**src/rtl/voice_allocator.sv**
```systemverilog
// Polyphonic voice scheduler: maps note-on events onto NUM_VOICES voices, stealing the oldest when full.
// Optional sustain pedal support is enabled by defining VOICE_ALLOC_SUSTAIN_EN.
module voice_allocator #(
  parameter int unsigned NUM_VOICES = 4,
  parameter int unsigned KEY_W      = 4,
  parameter int unsigned AGE_W      = 4
) (
  input  logic                        clk_i,
  input  logic                        rst_i,
  input  logic                        note_on_valid_i,
  output logic                        note_on_ready_o,
  input  logic [KEY_W-1:0]            note_on_key_i,
  input  logic                        note_off_valid_i,
  input  logic [KEY_W-1:0]            note_off_key_i,
`ifdef VOICE_ALLOC_SUSTAIN_EN
  input  logic                        sustain_i,
`endif
  output logic [NUM_VOICES-1:0]       voice_active_o,
  output logic [NUM_VOICES*KEY_W-1:0] voice_key_o,
  output logic [NUM_VOICES-1:0]       voice_trig_o,
  output logic                        steal_o
);

  localparam int unsigned TGT_W = (NUM_VOICES > 1) ? $clog2(NUM_VOICES) : 1;
  localparam logic [AGE_W-1:0] AGE_MAX = '1;

  localparam logic [1:0] ST_IDLE   = 2'b00;
  localparam logic [1:0] ST_SEARCH = 2'b01;
  localparam logic [1:0] ST_COMMIT = 2'b10;

  logic [1:0]                       state_q, state_d;
  logic                             ready_q, ready_d;
  logic [KEY_W-1:0]                 key_q, key_d;
  logic [TGT_W-1:0]                 tgt_q, tgt_d;
  logic                             steal_pend_q, steal_pend_d;
  logic [NUM_VOICES-1:0]            active_q, active_d;
  logic [NUM_VOICES-1:0][KEY_W-1:0] keys_q, keys_d;
  logic [NUM_VOICES-1:0][AGE_W-1:0] age_q, age_d;
  logic [NUM_VOICES-1:0]            trig_q, trig_d;
  logic                             steal_q, steal_d;
`ifdef VOICE_ALLOC_SUSTAIN_EN
  logic [NUM_VOICES-1:0]            held_q, held_d;
`endif

  logic                             sel_found;
  logic [TGT_W-1:0]                 sel_tgt;
  logic                             sel_steal;
  logic [AGE_W-1:0]                 best_age;

  // Target choice: retrigger matching key, else lowest free voice, else oldest voice.
  always_comb begin
    sel_found = 1'b0;
    sel_tgt   = '0;
    sel_steal = 1'b0;
    best_age  = '0;
    for (int i = 0; i < NUM_VOICES; i++) begin
      if (!sel_found && active_q[i] && (keys_q[i] == key_q)) begin
        sel_found = 1'b1;
        sel_tgt   = TGT_W'(i);
      end
    end
    for (int i = 0; i < NUM_VOICES; i++) begin
      if (!sel_found && !active_q[i]) begin
        sel_found = 1'b1;
        sel_tgt   = TGT_W'(i);
      end
    end
    if (!sel_found) begin
      sel_steal = 1'b1;
      best_age  = age_q[0];
      for (int i = 1; i < NUM_VOICES; i++) begin
        if (age_q[i] > best_age) begin
          best_age = age_q[i];
          sel_tgt  = TGT_W'(i);
        end
      end
    end
  end

  always_comb begin
    state_d      = state_q;
    key_d        = key_q;
    tgt_d        = tgt_q;
    steal_pend_d = steal_pend_q;
    active_d     = active_q;
    keys_d       = keys_q;
    age_d        = age_q;
    trig_d       = '0;
    steal_d      = 1'b0;
`ifdef VOICE_ALLOC_SUSTAIN_EN
    held_d       = held_q;
`endif

    // Note-off is applied before any commit so a same-edge commit wins.
    for (int i = 0; i < NUM_VOICES; i++) begin
      if (note_off_valid_i && active_q[i] && (keys_q[i] == note_off_key_i)) begin
`ifdef VOICE_ALLOC_SUSTAIN_EN
        if (sustain_i) begin
          held_d[i] = 1'b1;
        end else begin
          active_d[i] = 1'b0;
          age_d[i]    = '0;
          held_d[i]   = 1'b0;
        end
`else
        active_d[i] = 1'b0;
        age_d[i]    = '0;
`endif
      end
`ifdef VOICE_ALLOC_SUSTAIN_EN
      if (held_q[i] && !sustain_i) begin
        active_d[i] = 1'b0;
        age_d[i]    = '0;
        held_d[i]   = 1'b0;
      end
`endif
    end

    case (state_q)
      ST_IDLE: begin
        if (note_on_valid_i) begin
          key_d   = note_on_key_i;
          state_d = ST_SEARCH;
        end
      end
      ST_SEARCH: begin
        tgt_d        = sel_tgt;
        steal_pend_d = sel_steal;
        state_d      = ST_COMMIT;
      end
      ST_COMMIT: begin
        for (int i = 0; i < NUM_VOICES; i++) begin
          if (TGT_W'(i) == tgt_q) begin
            active_d[i] = 1'b1;
            keys_d[i]   = key_q;
            age_d[i]    = '0;
            trig_d[i]   = 1'b1;
`ifdef VOICE_ALLOC_SUSTAIN_EN
            held_d[i]   = 1'b0;
`endif
          end else if (active_d[i] && (age_d[i] != AGE_MAX)) begin
            age_d[i] = age_d[i] + AGE_W'(1);
          end
        end
        steal_d = steal_pend_q;
        state_d = ST_IDLE;
      end
      default: state_d = ST_IDLE;
    endcase

    ready_d = (state_d == ST_IDLE);
  end

  always_ff @(posedge clk_i or negedge rst_i) begin
    if (!rst_i) begin
      state_q      <= ST_IDLE;
      ready_q      <= 1'b1;
      key_q        <= '0;
      tgt_q        <= '0;
      steal_pend_q <= 1'b0;
      active_q     <= '0;
      keys_q       <= '0;
      age_q        <= '0;
      trig_q       <= '0;
      steal_q      <= 1'b0;
`ifdef VOICE_ALLOC_SUSTAIN_EN
      held_q       <= '0;
`endif
    end else begin
      state_q      <= state_d;
      ready_q      <= ready_d;
      key_q        <= key_d;
      tgt_q        <= tgt_d;
      steal_pend_q <= steal_pend_d;
      active_q     <= active_d;
      keys_q       <= keys_d;
      age_q        <= age_d;
      trig_q       <= trig_d;
      steal_q      <= steal_d;
`ifdef VOICE_ALLOC_SUSTAIN_EN
      held_q       <= held_d;
`endif
    end
  end

  assign note_on_ready_o = ready_q;
  assign voice_active_o  = active_q;
  assign voice_key_o     = keys_q;
  assign voice_trig_o    = trig_q;
  assign steal_o         = steal_q;

endmodule

```
**config.mk**
```make
export PLATFORM = sky130hd
export DESIGN_NAME = voice_allocator
export DESIGN_NICKNAME = d
export VERILOG_FILES = /design/src/rtl/voice_allocator.sv
export SDC_FILE = /design/constraint.sdc
export NUM_CORES = 1
export LEC_CHECK = 0
export ABC_CLOCK_PERIOD_IN_PS = 4400
export CORE_MARGIN = 2
export CORE_UTILIZATION = 56
export DETAILED_ROUTE_END_ITERATION = 6
export GPL_TIMING_DRIVEN = 0
export PLACE_DENSITY = 0.91
export SLEW_MARGIN = 20
export SYNTH_ARGS = -nofsm -noshare
export SYNTH_HDL_FRONTEND = slang
export SYNTH_SLANG_ARGS = --single-unit
```
**constraint.sdc**
```tcl
create_clock -name clk_i -period 4.4 [get_ports clk_i]
set_input_delay 0.88 -clock clk_i [delete_from_list [all_inputs] [get_ports clk_i]]
set_output_delay 0.88 -clock clk_i [all_outputs]
set_load 0.01 [all_outputs]
```
Word-level counts from Yosys, hierarchy flattened
Cells that the tools add are included.

storage, ports and cells
  output and inout port bits = 26
  register bits after elaboration = 51
  bits of input ports = 12
  logic and storage cells = 136

cells by class
  add/sub/neg operators = 4
  mux-type cells = 54
  order comparisons = 3
  reduce and logical (&&, ||, !) cells = 42
  equal/unequal tests = 17

operators by type and width
  operator                                                          number
  4-bit 2-to-1 mux                                                  18
  4-bit == test                                                     8
  1-bit logical AND                                                 23
  1-bit 2-to-1 mux                                                  23
  2-bit 2-to-1 mux                                                  11
  4-bit by 1-bit adder with 4-bit output (second input constant)    4
  16-bit 2-to-1 mux                                                 1
  4-bit != test (second input constant)                             4
  4-bit > comparator                                                3
  1-bit zero test                                                   11
  2-bit AND reduction                                               5
  2-bit zero test                                                   3
  2-bit == test (first input constant)                              2
  2-bit one-hot mux with 2 select lines                             1
  1-bit by 2-bit == test with 1-bit output (first input constant)   1
  2-bit by 1-bit == test with 1-bit output (second input constant)  1
  2-bit == test (second input constant)                             1

Longest topological paths before layout
  word-level depth = 34
  gate-level depth with buffers = 19
  depth with buffers taken out = 19

Worst setup path after synthesis
Ideal clock, no wire load.

  path type = register -> register
  start point = register age_q[3] in the netlist's numbering
  end point = register tgt_q[0]
  slack = 854 ps
  required time = 4273 ps
  stages on the path, launching flop included = 19
  library setup time = 127 ps
  clock period less this slack = 3546 ps
  arrival = 3419 ps
  path buffers = 0
  cells stage by stage = dfrtp_1 -> inv_1 -> ha_1 -> a21oi_1 -> o21ai_0 -> nand2_1 -> mux2i_1 -> ha_1 -> o21ai_0 -> a21oi_1 -> o21a_1 -> mux2_2 -> ha_1 -> nor2b_1 -> o2111ai_1 -> nand3_1 -> nor3b_1 -> a211o_1 -> o21ai_1

on the way
  longest elaborated chain between the ends = 9
  elaborated cells between the ends (all ways) = 11
  classes of those cells = order compare: 3; mux: 8

RTL lines
  item                    line  source
  start, declared         38    logic [NUM_VOICES-1:0][AGE_W-1:0] age_q, age_d;
  start signal, assigned  177   age_q <= age_d;
  4-bit > comparator      72    if (age_q[i] > best_age) begin
  4-bit 2-to-1 mux        72
  4-bit 2-to-1 mux        68    if (!sel_found) begin
  4-bit > comparator      72
  4-bit 2-to-1 mux        72
  4-bit 2-to-1 mux        68
  4-bit > comparator      72
  2-bit 2-to-1 mux (*)    72
  2-bit 2-to-1 mux (*)    68
  end signal, assigned    173   tgt_q <= tgt_d;
  end, declared           34    logic [TGT_W-1:0] tgt_q, tgt_d;

Every way passes the cells marked *; elsewhere a longest branch is shown, timed or not. The select of a mux whose other input is x is not followed.
A chain may end at the register's enable or synchronous reset.

Worst setup path after layout
Ends and elaborated chain as after synthesis.

==> flow_metrics.tcl <==
set metrics [dict create \
    tightest_slew_ns 0.897 \
    clk_pin_slew_ns 0.10 \
    ys_async_sr_fraction_pct 100 \
    drt_iter0_markers 179 \
    cpMostUsedCell "ha_1" \
    drv_cap 0 \
    critPathTopFamily "compound AO/OA/AOI/OAI gates" \
    fin_tns_setup_ns 0 \
    grt_pass1_vias 2598 \
    reg2reg_depth 18 \
    dr_total_vias 2427 \
    syn_area_mm2 0.00300 \
    max_freq_mhz 246 \
    syn_inst 303 \
    synth_most_common_cell "dfrtp_1" \
    clkPwrFrac_pct 14.5 \
    slowest_stage "dfrtp_1" \
    rrSetupSlack_ns 0.34 \
    p_total_w 0.00268 \
    synth_top_flop_cell "dfrtp_1" \
    vdd_ir_drop_max_uv 442 \
    core_mm2 0.00514 \
    intPower_w 0.00156 \
    comb_power_share_pct 53.6 \
    p_seq_share_pct 31.8 \
    cts.sink_count 51 \
    path_max_fanout 6 \
    antenna_found_initial 0 \
    wire_per_inst_um 17.3 \
    dp_slack_ns 0.413 \
    cts-hold-fix-buffers 0 \
    required_ns 4.60 \
    htree_levels 2 \
    rsz0062_at_grt "no" \
    final_antenna_net_count 0 \
    grt_pass1_wl_mm 12.1 \
    startpoint_type "register" \
    final-hold-violation-count 0 \
    synthToLayoutAreaGrowth_pct 19.6 \
    ctsResizeCount 0 \
    finalCritPeriodShare_pct 92.4 \
    drcViolationCount 0 \
    crit_chain "inv_1 -> ha_1 -> a21oi_1 -> o21ai_0 -> nand2_1 -> mux2i_1 -> ha_1 -> o21ai_0 -> a21oi_1 -> o21a_2 -> mux2_2 -> ha_1 -> nor2b_1 -> o2111ai_1 -> nand3_1 -> nor3b_1 -> a211o_1 -> o21ai_1" \
    io_pins 38 \
    r2r_start "age_q[3]" \
    crit_start "age_q[3]" \
    critical_path_depth 18 \
    period_minus_slack_ns 4.06 \
    viasPerCell 5.82 \
    synth_common_cells "dfrtp_1, nand2_1, inv_1" \
    syn_avg_cell_area_um2 9.89 \
    clockBufferDepth 2 \
    yosysSeqAreaShare_pct 42.6 \
    synth_cell_types 49 \
    synth_area_leaders "dfrtp_1, ha_1, xor2_1, mux2_2, nand2_1" \
    relSlewSlack_pct 40.1 \
    stdcell_count 417 \
    synth_top_area_share_pct 41.8 \
    synth_edf_count 0 \
    die-area_mm2 0.00595 \
    clock-skew-final_ns 0.0130 \
    swShare_pct 41.8 \
    critPathKind "reg -> reg" \
    grt_util_all_layers_pct 25.7 \
    cts-buffers-inserted 5 \
    p_leak_nw 1.63 \
    outcome "complete, no violations" \
    drt_wl_total_mm 7.22 \
    die_w_um 77.1 \
    post_dp_cell_area_mm2 0.00344 \
    crit_arrival_ns 4.26 \
    fin_area_mm2 0.00358 \
    die_h_um 77.1 \
    cp-endpoint "tgt_q[0]" \
    setup_ws_ns 0.336 \
    power_density_mw_per_mm2 748 \
    clock-root-buffer "clkbuf_8" \
    hpwl_mm 5.10 \
    drv_slew 0 \
    synth_top_area_cell "dfrtp_1" \
    worst_hold_path_type "reg -> reg" \
    post-cts-setup-buffers 0 \
    first_pass_iters 4 \
    grt_max_degree 52 \
    initial_utilization_pct 58.3 \
    critPathCaptureType "register" \
    setup_violations 0 \
    ys_warn_count 0 \
    diodes 0 \
    clock_latency_ns 0.31 \
    r2r_end "tgt_q[0]" \
    dp.cells 409 \
    synth_seq_cells 51 \
    cts_tree "yes" \
    portBuffers 36 \
    max_stage_delay_ns 0.44 \
    netSwitchingPower_w 0.00112 \
    grt_overflow 0 \
    critPathBufInv 1 \
    syn_nets 331 \
    nets 374 \
    drive_gt1_share_pct 12.1 \
    place.gp.congestion 0.871 \
    row_count 26 \
]
-- how the worst min path moves through the flow --
stage / slack (ns) / depth (start not counted) / start / endpoint
after floorplan: 0.44 / 2 / steal_pend_q / steal_pend_q
after global placement: 0.46 / 2 / steal_pend_q / steal_pend_q
after detailed placement: 0.47 / 2 / steal_pend_q / steal_pend_q
after CTS: 0.49 / 2 / steal_pend_q / steal_pend_q
after global routing: 0.52 / 2 / steal_pend_q / steal_pend_q
final: 0.49 / 2 / steal_pend_q / steal_pend_q
-- power by group through the flow --
stage,registers [W],logic (W),clock network [W]
final,0.000854,0.00144,0.000389
after global routing,0.000874,0.00158,0.000415
after CTS,0.000843,0.00141,0.000392
after detailed placement,0.000845,0.00140,0
after global placement,0.000838,0.00131,0
after floorplan,0.000832,0.000946,0
-- through the flow --
| stage | utilization [%] | hold WS [ns] |
|---|---|---|
| 2_1_floorplan | - | 0.440 |
| 3_3_place_gp | 67.0 | 0.457 |
| 3_5_place_dp | 66.9 | 0.466 |
| 4_1_cts | 69.6 | 0.487 |
| 5_1_grt | 69.7 | 0.519 |
| 6_report | 69.7 | 0.490 |
-- worst min-delay path: cells and delay by family (launching register included) --
kind            cells  cell delay (ns)
flops               1             0.36
simple gates        1             0.05
compound gates      1             0.05
-- layer usage --
| layer | vias up | global-route usage, % | routed length (um) |
|---|---|---|---|
| met5 | - | 0 | 0 |
| met4 | 0 | 14.1 | 224 |
| met3 | 25 | 4.82 | 314 |
| met2 | 91 | 43.3 | 3630 |
| met1 | 1172 | 31.0 | 3060 |
| li1 | 1139 | - | - |
-- flip-flops by register name, indices dropped and copies added (netlist names), 2 cells and up --
name            cells
voice_trig_o        4
voice_active_o      4
tgt_q               2
state_q             2
age_q              16
key_q               4
voice_key_o        16
-- logic make-up (layout without fill, tap and decap cells) --
logic type               after synthesis  count (layout)  synth area share [%]
AO/OA/AOI/OAI                         52              52                  11.8
adder cells (fa/ha/maj)               16              16                  6.68
XOR/XNOR                              32              32                  9.36
buffers and inverters                 33              77                  4.55
flip-flops                            51              51                  42.6
AND/OR/NAND/NOR                       99              99                  17.8
multiplexers                          20              20                  7.14
-- layout make-up --
type | instances | area, um^2
clock inverter | 3 | 67.6
timing repair buffer | 36 | 358
multi-input combinational | 219 | 1590
buffer | 10 | 50.0
tap | 70 | 87.6
clock buffer | 5 | 68.8
inverter | 23 | 86.3
sequential | 51 | 1280
fill | 379 | 1560
-- placed cells by master, fill, tap and decap left out, drive strengths merged, types with 7 or more instances in the layout --
| cell type | Yosys | routed |
|---|---|---|
| and2 | 7 | 7 |
| buf | 6 | 7 |
| clkbuf | 4 | 9 |
| clkdlybuf4s50 | 0 | 35 |
| dfrtp | 50 | 50 |
| ha | 16 | 16 |
| inv | 23 | 23 |
| mux2 | 11 | 11 |
| mux2i | 9 | 9 |
| nand2 | 28 | 28 |
| nand3 | 10 | 10 |
| nand4 | 9 | 9 |
| nor2 | 20 | 20 |
| o21ai | 20 | 20 |
| xnor2 | 12 | 12 |
| xor2 | 20 | 20 |
(Power assumes the default switching activity.)
